==> src/rtl/cfg_pkg.sv <==
`default_nettype none
// +--------------------------------------------------------------------------+
// | Module   : cfg_pkg                                                       |
// | Purpose  : Shared constants, command/status codes and FSM state encoding |
// |            for the configuration-command engine.                         |
// | Revision : 1.0 - initial release                                         |
// +--------------------------------------------------------------------------+
package cfg_pkg;

  // Control bytes: bit 8 flags a control character
  localparam logic [8:0] c_eop = 9'h100;
  localparam logic [8:0] c_eep = 9'h101;

  // Command codes
  localparam logic [7:0] c_cmd_write  = 8'h01;
  localparam logic [7:0] c_cmd_read   = 8'h02;
  localparam logic [7:0] c_cmd_req_id = 8'h03;

  // Reply status codes
  localparam logic [7:0] c_st_ok        = 8'h00;
  localparam logic [7:0] c_st_badcmd    = 8'h01;
  localparam logic [7:0] c_st_badaddr   = 8'h02;
  localparam logic [7:0] c_st_early_end = 8'h03;
  localparam logic [7:0] c_st_timeout   = 8'h04;

  typedef enum logic [2:0] {
    ST_IDLE    = 3'd0,
    ST_HDR     = 3'd1,
    ST_ADDR    = 3'd2,
    ST_DATA    = 3'd3,
    ST_TAIL    = 3'd4,
    ST_EXEC    = 3'd5,
    ST_REPLY   = 3'd6,
    ST_DISCARD = 3'd7
  } cfg_state_t;

  function automatic logic is_known_cmd(input logic [7:0] cmd);
    return (cmd == c_cmd_write) || (cmd == c_cmd_read) || (cmd == c_cmd_req_id);
  endfunction

endpackage
`default_nettype wire

==> src/rtl/cfg_rr_arbiter.sv <==
`default_nettype none
// +--------------------------------------------------------------------------+
// | Module   : cfg_rr_arbiter                                                |
// | Purpose  : Round-robin arbiter; grants the lowest-index requester found  |
// |            searching cyclically from last_grant+1.                       |
// | Ports    : clk, reset (sync, active-low), req[PORTNUM], advance          |
// |            grant[PORTNUM] one-hot, grant_idx, grant_valid                |
// | Revision : 1.0 - initial release                                         |
// +--------------------------------------------------------------------------+
module cfg_rr_arbiter #(
  parameter int PORTNUM = 16,
  parameter int PW      = (PORTNUM > 1) ? $clog2(PORTNUM) : 1
) (
  input  logic               clk,
  input  logic               reset,
  input  logic [PORTNUM-1:0] req,
  input  logic               advance,
  output logic [PORTNUM-1:0] grant,
  output logic [PW-1:0]      grant_idx,
  output logic               grant_valid
);

  logic [PW-1:0] last_q, last_d;
  int            cand;

  always_comb begin
    grant       = '0;
    grant_idx   = '0;
    grant_valid = 1'b0;
    cand        = 0;
    for (int k = 1; k <= PORTNUM; k++) begin
      cand = int'(last_q) + k;
      if (cand >= PORTNUM) cand = cand - PORTNUM;
      if (!grant_valid && req[cand]) begin
        grant_valid = 1'b1;
        grant_idx   = cand[PW-1:0];
      end
    end
    if (grant_valid) grant[grant_idx] = 1'b1;
  end

  always_comb begin
    last_d = last_q;
    if (advance && grant_valid) last_d = grant_idx;
  end

  // Pointer starts at the top port so port 0 wins the first arbitration
  always_ff @(posedge clk) begin
    if (!reset) last_q <= PW'(PORTNUM - 1);
    else        last_q <= last_d;
  end

endmodule
`default_nettype wire

==> src/rtl/cfg_cmd_engine.sv <==
`default_nettype none
// +--------------------------------------------------------------------------+
// | Module   : cfg_cmd_engine                                                |
// | Purpose  : Configuration-command engine. Arbitrates PORTNUM input        |
// |            buffers, parses WRITE/READ/REQ_ID packets, executes them on   |
// |            an NREG x DW register file and emits a reply packet.          |
// | Ports    : gclk, reset (sync, active-low)                                |
// |            in_data_i/empty_i/rd_o  - FWFT input buffers (9 bits/port)    |
// |            out_data_o/we_o/full_i  - reply output buffer                 |
// |            cfg_regs_o              - flat register file                  |
// |            cfg_wrbusy_o/cfg_int_o  - write busy, commit/error pulse      |
// | Revision : 1.0 - initial release                                         |
// +--------------------------------------------------------------------------+
module cfg_cmd_engine
  import cfg_pkg::*;
#(
  parameter int              PORTNUM   = 16,
  parameter int              DW        = 32,
  parameter int              NREG      = 16,
  parameter logic [DW-1:0]   ROUTER_ID = 'h0000_0001,
  parameter int              TIMEOUT   = 1023
) (
  input  logic                 gclk,
  input  logic                 reset,
  input  logic [PORTNUM*9-1:0] in_data_i,
  input  logic [PORTNUM-1:0]   empty_i,
  output logic [PORTNUM-1:0]   rd_o,
  output logic [8:0]           out_data_o,
  output logic                 we_o,
  input  logic                 full_i,
  output logic [NREG*DW-1:0]   cfg_regs_o,
  output logic                 cfg_wrbusy_o,
  output logic                 cfg_int_o
);

  localparam int NB = DW / 8;
  localparam int PW = (PORTNUM > 1) ? $clog2(PORTNUM) : 1;
  localparam int AW = (NREG > 1) ? $clog2(NREG) : 1;
  localparam int CW = (NB > 1) ? $clog2(NB) : 1;
  localparam int IW = $clog2(NB + 4);
  localparam int TW = $clog2(TIMEOUT + 1);

  cfg_state_t          state_q, state_d;
  logic [PW-1:0]       port_q, port_d;
  logic [PORTNUM-1:0]  port_oh_q, port_oh_d;
  logic [7:0]          cmd_q, cmd_d;
  logic [7:0]          addr_q, addr_d;
  logic [7:0]          status_q, status_d;
  logic [DW-1:0]       data_q, data_d;
  logic [CW-1:0]       bcnt_q, bcnt_d;
  logic [IW-1:0]       idx_q, idx_d;
  logic [TW-1:0]       tmo_q, tmo_d;
  logic                wrbusy_q, wrbusy_d;
  logic                int_q, int_d;
  logic                we_q, we_d;
  logic [8:0]          out_data_q, out_data_d;
  logic [DW-1:0]       regs_q [NREG];
  logic [DW-1:0]       regs_d [NREG];

  logic [PORTNUM-1:0]  arb_grant;
  logic [PW-1:0]       arb_idx;
  logic                arb_valid;
  logic                arb_advance;

  logic [8:0]          cur_byte;
  logic                consuming;
  logic                take;
  logic [8:0]          reply_byte;
  logic                reply_in_data;
  logic                reply_last;

  cfg_rr_arbiter #(
    .PORTNUM (PORTNUM),
    .PW      (PW)
  ) u_arb (
    .clk         (gclk),
    .reset       (reset),
    .req         (~empty_i),
    .advance     (arb_advance),
    .grant       (arb_grant),
    .grant_idx   (arb_idx),
    .grant_valid (arb_valid)
  );

  // Head byte of the granted buffer
  always_comb begin
    cur_byte = '0;
    for (int p = 0; p < PORTNUM; p++) begin
      if (port_q == PW'(p)) cur_byte = in_data_i[9*p +: 9];
    end
  end

  assign consuming = (state_q == ST_HDR)  || (state_q == ST_ADDR) ||
                     (state_q == ST_DATA) || (state_q == ST_TAIL) ||
                     (state_q == ST_DISCARD);
  assign take      = consuming && |(port_oh_q & ~empty_i);
  assign rd_o      = take ? port_oh_q : '0;

  // Reply byte sequence: status, cmd, addr, [data MSB first], EOP.
  // data_q is shifted left as each data byte leaves, so the MSB is always next.
  assign reply_in_data = (status_q == c_st_ok) && (idx_q >= IW'(3)) && (idx_q < IW'(3 + NB));
  assign reply_last    = (status_q == c_st_ok) ? (idx_q == IW'(3 + NB)) : (idx_q == IW'(3));

  always_comb begin
    reply_byte = c_eop;
    if      (idx_q == IW'(0)) reply_byte = {1'b0, status_q};
    else if (idx_q == IW'(1)) reply_byte = {1'b0, cmd_q};
    else if (idx_q == IW'(2)) reply_byte = {1'b0, addr_q};
    else if (reply_in_data)   reply_byte = {1'b0, data_q[DW-1 -: 8]};
  end

  always_comb begin
    state_d     = state_q;
    port_d      = port_q;
    port_oh_d   = port_oh_q;
    cmd_d       = cmd_q;
    addr_d      = addr_q;
    status_d    = status_q;
    data_d      = data_q;
    bcnt_d      = bcnt_q;
    idx_d       = idx_q;
    tmo_d       = tmo_q;
    we_d        = 1'b0;
    out_data_d  = out_data_q;
    int_d       = 1'b0;
    regs_d      = regs_q;
    arb_advance = 1'b0;

    // Inter-byte timeout; any byte arriving in this cycle wins over it
    if (consuming) begin
      if (take) begin
        tmo_d = '0;
      end else if (tmo_q == TW'(TIMEOUT - 1)) begin
        status_d = c_st_timeout;
        state_d  = ST_REPLY;
      end else begin
        tmo_d = tmo_q + TW'(1);
      end
    end

    case (state_q)
      ST_IDLE: begin
        cmd_d    = '0;
        addr_d   = '0;
        status_d = c_st_ok;
        bcnt_d   = '0;
        tmo_d    = '0;
        if (arb_valid) begin
          port_d      = arb_idx;
          port_oh_d   = arb_grant;
          arb_advance = 1'b1;
          state_d     = ST_HDR;
        end
      end

      ST_HDR: if (take) begin
        if (cur_byte[8]) begin
          state_d = ST_IDLE;           // stray end marker: drop silently
        end else begin
          cmd_d = cur_byte[7:0];
          if (is_known_cmd(cur_byte[7:0])) begin
            state_d = ST_ADDR;
          end else begin
            status_d = c_st_badcmd;
            state_d  = ST_DISCARD;
          end
        end
      end

      ST_ADDR: if (take) begin
        if (cur_byte[8]) begin
          status_d = c_st_early_end;
          state_d  = ST_REPLY;
        end else begin
          addr_d = cur_byte[7:0];
          if (({1'b0, cur_byte[7:0]} >= 9'(NREG)) ||
              ((cmd_q == c_cmd_write) && (cur_byte[7:1] == 7'd0))) begin
            status_d = c_st_badaddr;
            state_d  = ST_DISCARD;
          end else if (cmd_q == c_cmd_write) begin
            state_d = ST_DATA;
          end else begin
            state_d = ST_TAIL;
          end
        end
      end

      ST_DATA: if (take) begin
        if (cur_byte[8]) begin
          status_d = c_st_early_end;
          state_d  = ST_REPLY;
        end else begin
          data_d = (data_q << 8) | DW'(cur_byte[7:0]);
          if (bcnt_q == CW'(NB - 1)) state_d = ST_TAIL;
          else                       bcnt_d  = bcnt_q + CW'(1);
        end
      end

      ST_TAIL: if (take) begin
        if (cur_byte == c_eop) begin
          if (cmd_q == c_cmd_write) begin
            state_d = ST_EXEC;
          end else begin
            data_d  = (cmd_q == c_cmd_read) ? regs_q[addr_q[AW-1:0]] : ROUTER_ID;
            state_d = ST_REPLY;
          end
        end else if (cur_byte[8]) begin
          status_d = c_st_early_end;
          state_d  = ST_REPLY;
        end else begin
          status_d = c_st_early_end;
          state_d  = ST_DISCARD;
        end
      end

      ST_EXEC: begin
        regs_d[addr_q[AW-1:0]] = data_q;
        state_d = ST_REPLY;
      end

      ST_DISCARD: if (take && cur_byte[8]) state_d = ST_REPLY;

      ST_REPLY: if (!full_i) begin
        we_d       = 1'b1;
        out_data_d = reply_byte;
        idx_d      = idx_q + IW'(1);
        if (reply_in_data) data_d = data_q << 8;
        if (reply_last)    state_d = ST_IDLE;
      end

      default: state_d = ST_IDLE;
    endcase

    // First REPLY cycle: interrupt for commits and errors; errors also
    // bump the saturating error counter in reg1.
    if ((state_q != ST_REPLY) && (state_d == ST_REPLY)) begin
      idx_d = '0;
      if (status_d != c_st_ok) begin
        int_d = 1'b1;
        if (regs_q[1] != {DW{1'b1}}) regs_d[1] = regs_q[1] + DW'(1);
      end else if (state_q == ST_EXEC) begin
        int_d = 1'b1;
      end
    end
  end

  assign wrbusy_d = (cmd_d == c_cmd_write) &&
                    ((state_d == ST_DATA) || (state_d == ST_TAIL) || (state_d == ST_EXEC));

  always_ff @(posedge gclk) begin
    if (!reset) begin
      state_q    <= ST_IDLE;
      port_q     <= '0;
      port_oh_q  <= '0;
      cmd_q      <= '0;
      addr_q     <= '0;
      status_q   <= c_st_ok;
      data_q     <= '0;
      bcnt_q     <= '0;
      idx_q      <= '0;
      tmo_q      <= '0;
      wrbusy_q   <= 1'b0;
      int_q      <= 1'b0;
      we_q       <= 1'b0;
      out_data_q <= '0;
      for (int r = 0; r < NREG; r++) regs_q[r] <= (r == 0) ? ROUTER_ID : '0;
    end else begin
      state_q    <= state_d;
      port_q     <= port_d;
      port_oh_q  <= port_oh_d;
      cmd_q      <= cmd_d;
      addr_q     <= addr_d;
      status_q   <= status_d;
      data_q     <= data_d;
      bcnt_q     <= bcnt_d;
      idx_q      <= idx_d;
      tmo_q      <= tmo_d;
      wrbusy_q   <= wrbusy_d;
      int_q      <= int_d;
      we_q       <= we_d;
      out_data_q <= out_data_d;
      regs_q     <= regs_d;
    end
  end

  generate
    for (genvar r = 0; r < NREG; r++) begin : g_regs_flat
      assign cfg_regs_o[DW*r +: DW] = regs_q[r];
    end
  endgenerate

  assign out_data_o   = out_data_q;
  assign we_o         = we_q;
  assign cfg_wrbusy_o = wrbusy_q;
  assign cfg_int_o    = int_q;

endmodule
`default_nettype wire

==> config.mk <==
export PLATFORM = sky130hd
export DESIGN_NAME = cfg_cmd_engine
export DESIGN_NICKNAME = d
export VERILOG_FILES = /design/src/rtl/cfg_pkg.sv /design/src/rtl/cfg_rr_arbiter.sv /design/src/rtl/cfg_cmd_engine.sv
export SDC_FILE = /design/constraint.sdc
export NUM_CORES = 2
export LEC_CHECK = 0
export ABC_CLOCK_PERIOD_IN_PS = 7900
export CORE_ASPECT_RATIO = 1.1
export CORE_MARGIN = 4
export CORE_UTILIZATION = 30
export DETAILED_ROUTE_END_ITERATION = 8
export PLACE_DENSITY = 0.5
export SYNTH_ARGS = -nofsm -noshare
export SYNTH_HDL_FRONTEND = slang
export SYNTH_SLANG_ARGS = --single-unit
==> constraint.sdc <==
create_clock -name gclk -period 7.9 [get_ports gclk]
set_input_delay 2.37 -clock gclk [delete_from_list [all_inputs] [get_ports gclk]]
set_output_delay 2.37 -clock gclk [all_outputs]
set_load 0.1 [all_outputs]
* After elaboration in Yosys (flattened, before gate mapping)
Index checks and enable logic that the tools add are counted.
Operators by class: $add $sub $neg 36, multiply operators 0, reduce and logical (&&, ||, !) cells 69, shift-type cells 0, order comparisons 39, muxes and demuxes 192, bitwise operators 6, eq/ne operators 52, div/mod/pow operators 0
Operators with widths (count):
- 2-to-1 mux 32 bit | 30
- bitwise mux 512 bit | 1
- >= comparator 32 x 6 -> 1 bit (second input constant) | 16
- < comparator 32 x 6 -> 1 bit (second input constant) | 16
- subtractor 32 x 6 -> 32 bit (second input constant) | 16
- 2-to-1 mux 480 bit | 1
- 2-to-1 mux 9 bit | 20
- 2-to-1 mux 8 bit | 17
- binary-select mux 32 bit (select 4 bit) | 1
- demux 32 bit (select 4 bit) | 1
- case mux 32 bit (3 select lines) | 1
- binary-select mux 1 bit (select 4 bit) | 16
- 2-to-1 mux 4 bit | 16
- 2-to-1 mux 3 bit | 19
- 2-to-1 mux 1 bit | 56
- adder 4 x 4 -> 5 bit (second input constant) | 8
- case mux 8 bit (5 select lines) | 1
- adder 32 x 1 -> 32 bit (second input constant) | 1
- equality test 4 bit (second input constant) | 8
- inequality test 32 bit (second input constant) | 1
- OR 32 x 8 -> 32 bit | 1
- case mux 8 bit (2 select lines) | 2
- logical AND 1 bit | 25
- equality test 3 bit (second input constant) | 8
- 52 further kinds | 112
Word-level totals: bits in registers 622, memories 0, bits of input ports 163, RAM bits 0, latch bits 0, bits in read-only memories 0

* Longest topological paths before layout
word-level depth 58, gate-level depth with buffers 20, depth with buffers taken out 14

* By module
A second synthesis with hierarchy kept.
Unflattened totals: cell total of the unflattened synthesis 4035, area total of the unflattened synthesis 32862.8 sq um
Modules (own cells, without submodules):
- cfg_cmd_engine | instances 1, cells an instance 3686, area an instance 29950.0 sq um
- cfg_rr_arbiter | instances 1, cells an instance 349, area an instance 2912.8 sq um

* Worst setup path before layout
Ideal clock, no wire load.
path type input port to output port, start input port empty_i[2], end output port rd_o[10], required time 5530 ps, stages on the path 6, buffers on the path 2, setup slack 1513 ps, arrival 4017 ps, path through nor2b_1 > a2111oi_0 > nand4_1 > clkbuf_1 > clkbuf_1 > and3_1
On the way: cells in the longest elaborated chain, start to end 5
RTL lines:
- from (decl) | line cfg_cmd_engine.sv:26 | input logic [PORTNUM-1:0] empty_i,
- NOT 16 bit | line cfg_cmd_engine.sv:96 | assign take = consuming && |(port_oh_q & ~empty_i);
- AND 16 bit | line cfg_cmd_engine.sv:96
- OR reduction 16 bit | line cfg_cmd_engine.sv:96
- logical AND 1 bit | line cfg_cmd_engine.sv:96
- 2-to-1 mux 16 bit | line cfg_cmd_engine.sv:97 | assign rd_o = take ? port_oh_q : '0;
- to (decl) | line cfg_cmd_engine.sv:27 | output logic [PORTNUM-1:0] rd_o,
Every way passes these cells.

* Final worst setup path
start input port empty_i[7], end output port rd_o[15]
Same word-level chain as after synthesis.

==> results.toml <==
[outcome]
outcome = "complete, no violations"

[synthesis]
synthDistinctLibCells = 106
synth_area_per_cell_um2 = 8.27
synthArstFlopShare = 0
synth-main-ff-cell = "dfxtp_1"
synth_cells = 3925
synth_area_leaders = "dfxtp_1 (38%), nand2_1 (13%), mux4_2 (13%)"
syn_nets = 4105
yosysTopAreaCell = "dfxtp_1"
synth.top_cell.area_share = 0.384
synth_area_um2 = 32500
yosysWarnings = 0
synth_edf_count = 0
seq_area_frac_synth = 0.384
synth-seq-cells = 622

[die]
start_util = 0.302
core-area_um2 = 107000
die_area_um2 = 114000
ios = 703
rows = 126
die_y_um = 353
die-width_um = 322

[clocking]
post_cts_resized = 0
clockBufferDepth = 3
clk-insertion-delay-late_ps = 630
root_buffer = "clkbuf_16"
htreeDepth = 3
cts_buffers = 72
cts_tree = "built"
clock_sinks = 622
cts_hold_buffers = 0
clk_pin_slew_ps = 60
post-cts-setup-buffers = 0

[placement]
port_buffers = 702
gp_congestion = 0.895
dpl.hpwl_um = 113000

[power_and_ir_drop]
leakagePower_nw = 13.9
p_sw_frac = 0.376
intPower_w = 0.00647
clkPwrFrac = 0.330
pwr-share-seq = 0.336
power.total_w = 0.0104
worst_ir_drop_vdd_mv = 0.153
switchingPower_w = 0.00391
p_comb_frac = 0.334
powerDensity_nw_per_um2 = 241

[worst_setup_path]
crit_type = "in -> out"
r2r-end = "cfg_regs_o[37]$_SDFF_PN0_"
critical-path-max-stage-delay_ps = 630
required_ps = 5530
rrSetupSlack_ps = 2350
cp.depth = 7
crit_buf_inv = 3
arrival_ps = 4580
path_cells = "clkdlybuf4s50_1 -> nor2b_1 -> a2111oi_0 -> nand4_1 -> buf_4 -> and3_1 -> buf_12"
endpoint_kind = "output port"
crit_fanout = 15
reg2reg_depth = 16
crit_family = "buffers and inverters"
start_kind = "input pin"
cpMaxStageDelayCell = "clkdlybuf4s50_1"
r2r-start = "u_arb.last_q[1]$_SDFFE_PN1P_"

[cells_and_area]
final_util = 0.400
drive_above_1_share = 0.110
nets = 4590
syn2layout_area_growth_pct = 32.4
diodes = 0

[sta]
max_clock_freq_ghz = 0.144
whs_ps = 469
period_share = 0.880
rsz0062_at_grt = "no"
period_needed_ps = 6950
slew_headroom = 0.157
max_slew.worst_pin.slew_ps = 1260
fin_setup_tns_ps = 0
fin_skew_ps = 23.5
slew_viol_final = 0
hold_viol = 0
setup_viol_count_final = 0

[detailed_routing]
vias = 32163
ant_nets = 0
drt_first_iter_violations = 2799
drt_wl_total_um = 162000
post_drt_wl_per_cell_um = 27.7
via_per_inst = 5.48
drt_pass1_iterations = 6
drc = 0

[global_routing]
grt_use_total = 0.273
grt_max_degree = 149
grt_pass1_vias = 30967
grt_pass1_wl_um = 231000
antenna_found_initial = 2
grt_overflow = 0

[min_path]
whs_endpoint = "cfg_regs_o[424]$_SDFFE_PN0P_"
hold_path_class = "reg -> reg"
whs_path_depth = 2
min_from = "cfg_regs_o[424]$_SDFFE_PN0P_"

[job]
drv_cap = 0
==> cells in the final DEF (no fill, tap or decap), types with 14 or more instances in the layout <==
cell type,synthesis,layout
clkbuf_16,0,76
a22o_1,20,20
a21o_1,16,16
and2_1,20,20
inv_1,37,36
a21oi_1,572,571
and3_1,57,57
buf_4,10,81
mux2_2,16,16
a311oi_1,16,16
nand3b_1,14,14
mux2i_1,59,59
clkbuf_8,0,20
o21ai_0,70,70
o211ai_1,16,16
clkbuf_1,290,19
mux4_2,183,183
a31oi_1,14,14
nand3_1,72,68
buf_12,1,19
a211oi_1,51,50
nand2b_1,29,28
nor2b_1,66,66
or4_1,15,15
nand4_1,30,30
nor2_1,174,162
ha_1,17,17
dfxtp_1,622,615
nor3_1,27,23
clkdlybuf4s50_1,0,670
nand2_1,1118,1107
==> layout make-up <==
cell class,count,area [um2]
well taps,1408,1760
flip-flops and latches,622,12500
clock inverters,13,138
repair buffers,770,7690
clock buffers,115,2250
multi-input cells,2902,18500
fillers,10713,64400
inverters,42,165
==> power groups by stage <==
stage	combinational [W]	sequential [W]	clock (W)
after detailed placement	0.00345	0.00355	0
after CTS	0.00347	0.00348	0.00348
after global routing	0.00375	0.00350	0.00358
final	0.00347	0.00348	0.00343
after global placement	0.00348	0.00356	0
after floorplan	0.00254	0.00333	0
==> metal layers <==
metal / global-route usage / part of all wire / wire length, um
met4: 0.0852 / 0.032 / 5210
met2: 0.472 / 0.49 / 78800
met3: 0.0767 / 0.089 / 14500
met1: 0.329 / 0.39 / 63900
met5: 0 / 0.00019 / 31
==> worst max-delay path by stage <==
stage	start	endpoint	slack, ps
after detailed placement	empty_i[15]	rd_o[15]	960
after CTS	empty_i[15]	rd_o[15]	950
after global placement	empty_i[15]	rd_o[5]	910
after floorplan	empty_i[2]	rd_o[10]	1510
final	empty_i[7]	rd_o[15]	950
after global routing	empty_i[3]	rd_o[15]	880
==> worst min-delay path: cells and delay by family (launching register included) <==
kind	cells	cell delay, ps
AOI/OAI and AO/OA	1	50
DFF	1	320
and+or+nand+nor	1	50
==> state kept, by name, indices dropped and copies added, names as in the netlist, 2 cells and up <==
register      flops
cfg_regs_o      512
data_q           32
port_oh_q        16
tmo_q            10
out_data_o        9
addr_q            8
cmd_q             8
status_q          8
port_q            4
u_arb.last_q      4
idx_q             3
state_q           3
bcnt_q            2
==> cells in the mapped netlist, types with 16 or more instances <==
| library cell | instances |
|---|---|
| nor3_1 | 27 |
| mux4_2 | 183 |
| a22o_1 | 20 |
| nand2b_1 | 29 |
| and2_1 | 20 |
| a311oi_1 | 16 |
| a211oi_1 | 51 |
| nand2_1 | 1118 |
| a21oi_1 | 572 |
| nand3_1 | 72 |
| nand4_1 | 30 |
| mux2i_1 | 59 |
| clkbuf_1 | 290 |
| inv_1 | 37 |
| o211ai_1 | 16 |
| and3_1 | 57 |
| a21o_1 | 16 |
| mux2_2 | 16 |
| o21ai_0 | 70 |
| nor2b_1 | 66 |
| dfxtp_1 | 622 |
| ha_1 | 17 |
| buf_1 | 20 |
| buf_2 | 26 |
| nor2_1 | 174 |
==> cell families (layout without fill, tap and decap cells) <==
group / Yosys count / after routing / synth area share
simple gates: 1690 / 1690 / 0.227
buf+inv: 401 / 940 / 0.0519
fa+ha+maj: 17 / 17 / 0.00655
compound gates: 905 / 905 / 0.167
mux: 269 / 269 / 0.156
flops: 622 / 622 / 0.384
xor+xnor: 21 / 21 / 0.00809
==> metrics by stage <==
step                instance area, um2  setup slack [ps]  cells
detailed placement               40600               957   5744
finish                           43000               952   5872
global route                     43000               885   5872
global placement                 40600               908   5744
floorplan                        32500              1510   3925
CTS                              43000               946   5872
Power figures use the tool's default switching activity.
